File: src/rtl/ram_read_stream.sv
// ---------------------------------------------------------------------------
// ram_read_stream
//
// Read engine placed directly in front of a single_port_RAM instance. A
// (base_addr, len) command is accepted in IDLE. The engine then issues one
// read address per cycle while buffer credit is available. Returning words
// are caught in a small circular holding buffer, which absorbs the RAM's
// fixed read latency. The words leave the buffer as a valid/ready stream,
// and the final word of the transfer is flagged with dout_last.
//
// Optional feature macro: RAM_READ_STREAM_ABORT_EN
//   When defined, an 'abort' input is added. Asserting it in READ or DRAIN
//   flushes the buffer and the in-flight reads, and goes straight to DONE.
//
// Ports:
//   clk         rising-edge clock
//   rst_n       asynchronous active-low reset
//   start       command strobe, only honoured in IDLE
//   base_addr   first word address of the transfer
//   len         number of words to read (0 is legal)
//   busy        high while in READ or DRAIN
//   done        one-cycle completion pulse
//   ram_addr    registered RAM read address
//   ram_wr_en   tied low, this block never writes the RAM
//   ram_dout    RAM read data, valid RD_LATENCY cycles after ram_addr
//   dout        stream data (buffer head), zero when dout_valid is low
//   dout_valid  stream valid
//   dout_ready  consumer ready
//   dout_last   head word is the final word of the transfer
//   abort       (RAM_READ_STREAM_ABORT_EN only) cancel the transfer
// ---------------------------------------------------------------------------
module ram_read_stream #(
  parameter int DATA_WIDTH   = 8,
  parameter int RAM_DEPTH    = 256,
  parameter int LB_RAM_DEPTH = $clog2(RAM_DEPTH),
  parameter int RD_LATENCY   = 2,
  parameter int BUF_DEPTH    = 4
) (
  input  logic                    clk,
  input  logic                    rst_n,
  input  logic                    start,
  input  logic [LB_RAM_DEPTH-1:0] base_addr,
  input  logic [LB_RAM_DEPTH:0]   len,
  output logic                    busy,
  output logic                    done,
  output logic [LB_RAM_DEPTH-1:0] ram_addr,
  output logic                    ram_wr_en,
  input  logic [DATA_WIDTH-1:0]   ram_dout,
  output logic [DATA_WIDTH-1:0]   dout,
  output logic                    dout_valid,
  input  logic                    dout_ready,
  output logic                    dout_last
`ifdef RAM_READ_STREAM_ABORT_EN
  ,
  input  logic                    abort
`endif
);

  localparam int PTR_W = (BUF_DEPTH > 1) ? $clog2(BUF_DEPTH) : 1;
  localparam int CNT_W = $clog2(BUF_DEPTH + 1);

  localparam logic [1:0] ST_IDLE  = 2'd0;
  localparam logic [1:0] ST_READ  = 2'd1;
  localparam logic [1:0] ST_DRAIN = 2'd2;
  localparam logic [1:0] ST_DONE  = 2'd3;

  localparam logic [LB_RAM_DEPTH-1:0] ADDR_MAX = LB_RAM_DEPTH'(RAM_DEPTH - 1);
  localparam logic [LB_RAM_DEPTH-1:0] ADDR_ONE = LB_RAM_DEPTH'(1);
  localparam logic [LB_RAM_DEPTH:0]   REM_ONE  = (LB_RAM_DEPTH + 1)'(1);
  localparam logic [PTR_W-1:0]        PTR_MAX  = PTR_W'(BUF_DEPTH - 1);
  localparam logic [PTR_W-1:0]        PTR_ONE  = PTR_W'(1);
  localparam logic [CNT_W-1:0]        CNT_ONE  = CNT_W'(1);
  localparam logic [CNT_W-1:0]        CNT_FULL = CNT_W'(BUF_DEPTH);

  logic [1:0]              state;
  logic [LB_RAM_DEPTH:0]   remaining;
  logic [LB_RAM_DEPTH-1:0] addr_next;

  logic [RD_LATENCY-1:0]   tag_vld;
  logic [RD_LATENCY-1:0]   tag_last;
  logic [CNT_W-1:0]        inflight;
  logic [CNT_W-1:0]        count;
  logic [PTR_W-1:0]        wr_ptr;
  logic [PTR_W-1:0]        rd_ptr;
  logic [DATA_WIDTH-1:0]   buf_data [BUF_DEPTH];
  logic                    buf_last [BUF_DEPTH];

  logic issue;
  logic push;
  logic pop;
  logic abort_hit;

  // Abort is only meaningful while a transfer is running; in IDLE and DONE
  // it is ignored. Without the feature macro the flush path is tied off.
`ifdef RAM_READ_STREAM_ABORT_EN
  assign abort_hit = abort && ((state == ST_READ) || (state == ST_DRAIN));
`else
  assign abort_hit = 1'b0;
`endif

  // ram_addr always holds the next address to read. An issue happens in the
  // cycle that address is on the bus and credit is available. A cycle
  // without credit still presents an address to the RAM, but no tag
  // follows it, so the returned word is never captured. Credit uses only
  // registered occupancy, so a pop in the same cycle does not free a slot.
  assign issue = (state == ST_READ) && (remaining != '0) &&
                 ((int'(count) + int'(inflight)) < BUF_DEPTH);

  assign push = tag_vld[RD_LATENCY-1];
  assign pop  = dout_valid && dout_ready;

  // Explicit wrap, because RAM_DEPTH need not be a power of two.
  assign addr_next = (ram_addr == ADDR_MAX) ? '0 : ram_addr + ADDR_ONE;

  function automatic logic [PTR_W-1:0] ptr_inc(input logic [PTR_W-1:0] p);
    return (p == PTR_MAX) ? '0 : p + PTR_ONE;
  endfunction

  // Control FSM. The command is latched on acceptance, and the first
  // address goes straight onto the bus so that it is issued in cycle 1.
  // READ counts words down and hands over to DRAIN after the final
  // address. DRAIN waits for the consumer to take the last word.
  always_ff @(posedge clk or negedge rst_n) begin
    if (!rst_n) begin
      state     <= ST_IDLE;
      remaining <= '0;
      ram_addr  <= '0;
    end else begin
      case (state)
        ST_IDLE: begin
          if (start) begin
            ram_addr  <= base_addr;
            remaining <= len;
            state     <= (len == '0) ? ST_DONE : ST_READ;
          end
        end
        ST_READ: begin
          if (abort_hit) begin
            remaining <= '0;
            state     <= ST_DONE;
          end else if (issue) begin
            ram_addr  <= addr_next;
            remaining <= remaining - REM_ONE;
            if (remaining == REM_ONE) begin
              state <= ST_DRAIN;
            end
          end
        end
        ST_DRAIN: begin
          if (abort_hit) begin
            state <= ST_DONE;
          end else if (pop && dout_last) begin
            state <= ST_DONE;
          end
        end
        default: begin
          state <= ST_IDLE;
        end
      endcase
    end
  end

  // Issue tags travel alongside the RAM pipeline. When a tag leaves the
  // final stage, ram_dout holds the matching word and it is pushed into
  // the buffer. inflight tracks tags still in the pipe, and count tracks
  // the buffer occupancy. Together they form the credit check. An abort
  // clears all of this state, so words still in the RAM pipe are dropped.
  always_ff @(posedge clk or negedge rst_n) begin
    if (!rst_n) begin
      tag_vld  <= '0;
      tag_last <= '0;
      inflight <= '0;
      count    <= '0;
      wr_ptr   <= '0;
      rd_ptr   <= '0;
    end else if (abort_hit) begin
      tag_vld  <= '0;
      tag_last <= '0;
      inflight <= '0;
      count    <= '0;
      wr_ptr   <= '0;
      rd_ptr   <= '0;
    end else begin
      tag_vld[0]  <= issue;
      tag_last[0] <= issue && (remaining == REM_ONE);
      for (int i = 1; i < RD_LATENCY; i++) begin
        tag_vld[i]  <= tag_vld[i-1];
        tag_last[i] <= tag_last[i-1];
      end

      if (issue && !push) begin
        inflight <= inflight + CNT_ONE;
      end else if (!issue && push) begin
        inflight <= inflight - CNT_ONE;
      end

      if (push && !pop) begin
        count <= count + CNT_ONE;
      end else if (!push && pop) begin
        count <= count - CNT_ONE;
      end

      if (push) begin
        wr_ptr <= ptr_inc(wr_ptr);
      end
      if (pop) begin
        rd_ptr <= ptr_inc(rd_ptr);
      end
    end
  end

  // Buffer storage needs no reset. Only entries between rd_ptr and wr_ptr
  // are ever observed, and dout is masked while the buffer is empty.
  always_ff @(posedge clk) begin
    if (push) begin
      buf_data[wr_ptr] <= ram_dout;
      buf_last[wr_ptr] <= tag_last[RD_LATENCY-1];
    end
  end

  // The stream outputs come from the buffer head only. dout_valid therefore
  // never depends on dout_ready, and the head holds until it is taken.
  assign dout_valid = (count != '0);
  assign dout       = dout_valid ? buf_data[rd_ptr] : '0;
  assign dout_last  = dout_valid && buf_last[rd_ptr];

  assign busy      = (state == ST_READ) || (state == ST_DRAIN);
  assign done      = (state == ST_DONE);
  assign ram_wr_en = 1'b0;

  // The credit rule guarantees that a push never lands on a full buffer.
  // The checks below would fire if that guarantee were ever broken.
  a_no_overflow: assert property (@(posedge clk) disable iff (!rst_n)
    !(push && !pop && (count == CNT_FULL)));

  a_count_bound: assert property (@(posedge clk) disable iff (!rst_n)
    (int'(count) <= BUF_DEPTH));

endmodule

File: config.mk
export PLATFORM = sky130hd
export DESIGN_NAME = ram_read_stream
export DESIGN_NICKNAME = d
export VERILOG_FILES = /design/src/rtl/ram_read_stream.sv
export SDC_FILE = /design/constraint.sdc
export NUM_CORES = 1
export LEC_CHECK = 0
export CELL_PAD_IN_SITES_DETAIL_PLACEMENT = 2
export CELL_PAD_IN_SITES_GLOBAL_PLACEMENT = 2
export CORE_MARGIN = 3
export CORE_UTILIZATION = 33
export DETAILED_ROUTE_END_ITERATION = 10
export GPL_TIMING_DRIVEN = 0
export PLACE_DENSITY_LB_ADDON = 0.2
export SETUP_SLACK_MARGIN = 0.02
export SYNTH_ARGS = -nofsm -noshare
export SYNTH_HDL_FRONTEND = slang
export SYNTH_SLANG_ARGS = --single-unit
File: constraint.sdc
create_clock -name clk -period 2.4 [get_ports clk]
set_input_delay 0.24 -clock clk [delete_from_list [all_inputs] [get_ports clk]]
set_output_delay 0.24 -clock clk [all_outputs]
set_load 0.05 [all_outputs]
==> flow_summary.yaml, run 1 <==
sta:
  fmax_mhz: 412.9
  whs_ns: -0.02155
  relSlewSlack_pct: 43.24
  rsz0062_at_grt: "true"
  hold_violations: 11
  layout_setup_ws_ns: -0.02199
  worstMarginPinSlew_ns: 0.8514
  fin_crit_sh_pct: 100.9
  min_period_ns: 2.422
  setup_tns_ns: -0.02199
  report.final.slew_viol_count: 0
  setup_viol: 1
  skew_ns: 0.009346
yosys:
  syn_area_mm2: 0.003568
  ys_ff_latch: 69
  synth.avg_cell_area_um2: 12.26
  synth.distinct_cells: 58
  synth_edf_count: 36
  ys.flop_type: "edfxtp_1"
  ys_seq_area_share_pct: 53.44
  synth_nets: 340
  synth-async-reset-ratio_pct: 47.83
  synth_warnings: 0
  netlist_instances: 291
detailed_routing:
  initialDrtViolationCount: 134
  antenna_left: 0
  drc: 0
  routedWlPerCell_um: 20.73
  firstDrtPassIters: 4
  vias: 2700
  viasPerCell: 5.273
  wl_um: 10620
worst_setup_path:
  cp_data_arrival_time_ns: 2.69
  r2r_slack_ns: -0.02
  startpoint: "inflight[2]$_DFFE_PN0P_"
  crit_end: "inflight[2]$_DFFE_PN0P_"
  r2r_cells: 12
  cp-end-kind: "register"
  start_kind: "register"
  path_class: "register to register"
  r2r_start: "inflight[2]$_DFFE_PN0P_"
  r2r_end: "inflight[2]$_DFFE_PN0P_"
  crit_required_ns: 2.67
  worst-path-max-fanout: 4
power:
  power_switching_mw: 2.757
  power_frac_seq_pct: 29.5
  p_leak_nw: 1.861
  power_density_mw_per_mm2: 1350
  vdd_drop_max_v: 0.0006273
  comb_power_share_pct: 54.6
  p_int_mw: 3.540
  switching_share_pct: 43.78
  clkPwrFrac_pct: 16.0
  total_power_mw: 6.297
finish:
  syn_to_final_growth_pct: 30.68
  nets: 420
  n_fill_cell: 1073
  diodes: 0
  fin_util_pct: 44.77
  drive_gt1_share_pct: 25.80
floorplanning:
  dieArea_mm2: 0.01210
  initial_core_util_pct: 34.26
  std_cell_rows: 37
  core_area_mm2: 0.01042
  die_height_um: 110.0
  io_pins: 50
  die_w_um: 110.0
cts:
  cts_max_path_buffers: 2
  cts_root_buffer: "clkbuf_8"
  htree_levels: 3
  numCtsBuffers: 9
  clk_latency_ns: 0.35
  cts_sinks: 69
  cts_hold_buf: 0
  clk_pin_slew_worst_paths_ns: 0.09
  cts_tree: "done"
hold_path:
  hp-class: "input port to asynchronous set/reset pin"
global_routing:
  grt_pass1_wl_um: 16660
  grt_max_degree: 34
  grt_use_total_pct: 18.50
  grt_pass1_vias: 2969
  antenna_found_initial: 0
  grt_overflow: 0
run:
  drv_cap: 0
place:
  gp_congestion: 0.7606
  io_buffers: 48
  place_hpwl_um: 7048
outcome:
  violations: "negative hold slack, negative setup slack"
  status: "complete, but fails checks"
==> sequential cells by signal (all words and copies together) (netlist names) <==
name       flops
buf_data      32
buf_last       4
count          3
inflight       3
ram_addr       8
rd_ptr         2
remaining      9
state          2
tag_last       2
tag_vld        2
wr_ptr         2
==> metal layers <==
metal	part of all wire, %	GRT usage (%)	up-vias
li1	-	-	1248
met3	2.6	3.611	9
met1	46	25.27	1405
met4	1.3	5.165	0
met5	0	0	-
met2	50	30.03	38
==> worst min path at each step <==
| stage | start | to | slack, ns |
|---|---|---|---|
| detailed placement | tag_last[0]$_DFF_PN0_ | tag_last[1]$_DFF_PN0_ | 0.34 |
| CTS | rst_n | remaining[7]$_DFFE_PN0P_ | 0.008 |
| finish | rst_n | remaining[8]$_DFFE_PN0P_ | -0.02 |
| global placement | tag_last[0]$_DFF_PN0_ | tag_last[1]$_DFF_PN0_ | 0.34 |
| floorplan | rst_n | count[0]$_DFFE_PN0P_ | -0.06 |
| global route | rst_n | remaining[8]$_DFFE_PN0P_ | 0.02 |
==> stage by stage <==
stage,instance area [um2],instances,setup WS (ns)
after global placement,4253,475,-0.2868
after CTS,4569,499,-0.009924
after global routing,4663,512,-0.1508
after floorplan,3602,291,-0.07919
final,4663,512,-0.02199
after detailed placement,4248,475,-0.4080
==> cell families after synthesis <==
logic type	count (synthesis)	synth area share [%]
and+or+nand+nor	84	13.36
AOI/OAI and AO/OA	62	11.75
buffers and inverters	29	3.541
xor gates and xnor gates	7	1.718
DFF	69	53.44
adders and majority gates	20	7.434
other	1	0.1051
muxes	19	8.660
==> cell usage after synthesis, types with 3 or more instances <==
cell type | n | share of area [%]
a21oi_1 | 15 | 2.1
a31oi_1 | 6 | 1.1
and2_1 | 13 | 2.3
buf_4 | 4 | 0.84
clkbuf_1 | 8 | 0.84
dfrtp_1 | 33 | 23
edfxtp_1 | 36 | 30
ha_1 | 18 | 6.3
inv_1 | 14 | 1.5
mux2_2 | 3 | 0.95
mux2i_1 | 5 | 1.4
mux4_2 | 9 | 5.7
nand2_1 | 20 | 2.1
nand2b_1 | 5 | 0.88
nand3_1 | 9 | 1.3
nand3b_1 | 3 | 0.63
nor2_1 | 9 | 0.95
nor2b_1 | 3 | 0.53
nor3_1 | 3 | 0.42
o211ai_1 | 4 | 0.84
o21ai_0 | 11 | 1.5
o22ai_1 | 6 | 1.1
or3_1 | 3 | 0.53
xnor2_1 | 3 | 0.74
xor2_1 | 4 | 0.98
==> placed cells by master, fill, tap and decap left out, types with 3 or more instances in the layout <==
cell / n
a21oi_1: 15
a31oi_1: 6
and2_1: 13
buf_2: 4
buf_4: 24
clkbuf_1: 4
clkbuf_2: 10
clkbuf_8: 9
clkdlybuf4s50_1: 37
dfrtp_1: 28
dfrtp_2: 5
edfxtp_1: 36
ha_1: 13
ha_4: 4
inv_1: 11
inv_2: 3
mux2i_1: 5
mux4_2: 9
nand2_1: 18
nand2b_1: 5
nand3_1: 9
nand3b_1: 3
nor2_1: 9
nor2b_1: 3
nor3_1: 3
o211ai_1: 4
o21ai_0: 11
o22ai_1: 6
xnor2_1: 3
xor2_1: 4
==> critical path: stages (launching register included) <==
cell and delay, ns:
dfrtp_1 0.43, ha_4 0.26, nor4b_4 0.24, nand2_2 0.09, or2_1 0.23, buf_6 0.13, inv_8 0.05, ha_4 0.12
inv_2 0.04, fa_2 0.33, xor2_1 0.15, nor2_1 0.12, xor2_1 0.16
==> timing repair <==
item,4_1_cts,5_1_grt
resized for setup,31,30
pin swaps,8,5
setup buffers,8,13
endpoints found under the setup margin,20,22
==> power groups by stage <==
stage          Clock [mW]  Combinational [mW]  Sequential, mW
6_report             1.01                3.44            1.85
5_1_grt              1.08                3.77            1.90
4_1_cts              1.03                3.25            1.84
3_5_place_dp            0                3.11            1.86
3_3_place_gp            0                3.01            1.84
2_1_floorplan           0                2.07            1.94
==> area by class of cell <==
cell class                 count  area, um2  share of cell area (%)
sequential                    69       1913                   41.02
multi-input combinational    193       1632                   34.99
timing repair buffer          69      593.1                   12.72
tap                          136      170.2                   3.649
clock buffer                   9      123.9                   2.656
buffer                        14      85.08                   1.825
clock inverter                 7      82.58                   1.771
inverter                      15      63.81                   1.368
Note: power is estimated with default switching activity, not from simulation.
==> inputs of run 2 (changes only) <==
--- a/config.mk
+++ b/config.mk
@@ -9,6 +9,7 @@
 export CELL_PAD_IN_SITES_GLOBAL_PLACEMENT = 2
 export CORE_MARGIN = 3
 export CORE_UTILIZATION = 33
+export CTS_CLUSTER_SIZE = 14
 export DETAILED_ROUTE_END_ITERATION = 10
 export GPL_TIMING_DRIVEN = 0
 export PLACE_DENSITY_LB_ADDON = 0.2
==> results of run 2 <==
No change in the layout: final DEF, timing and power equal those of run 1.
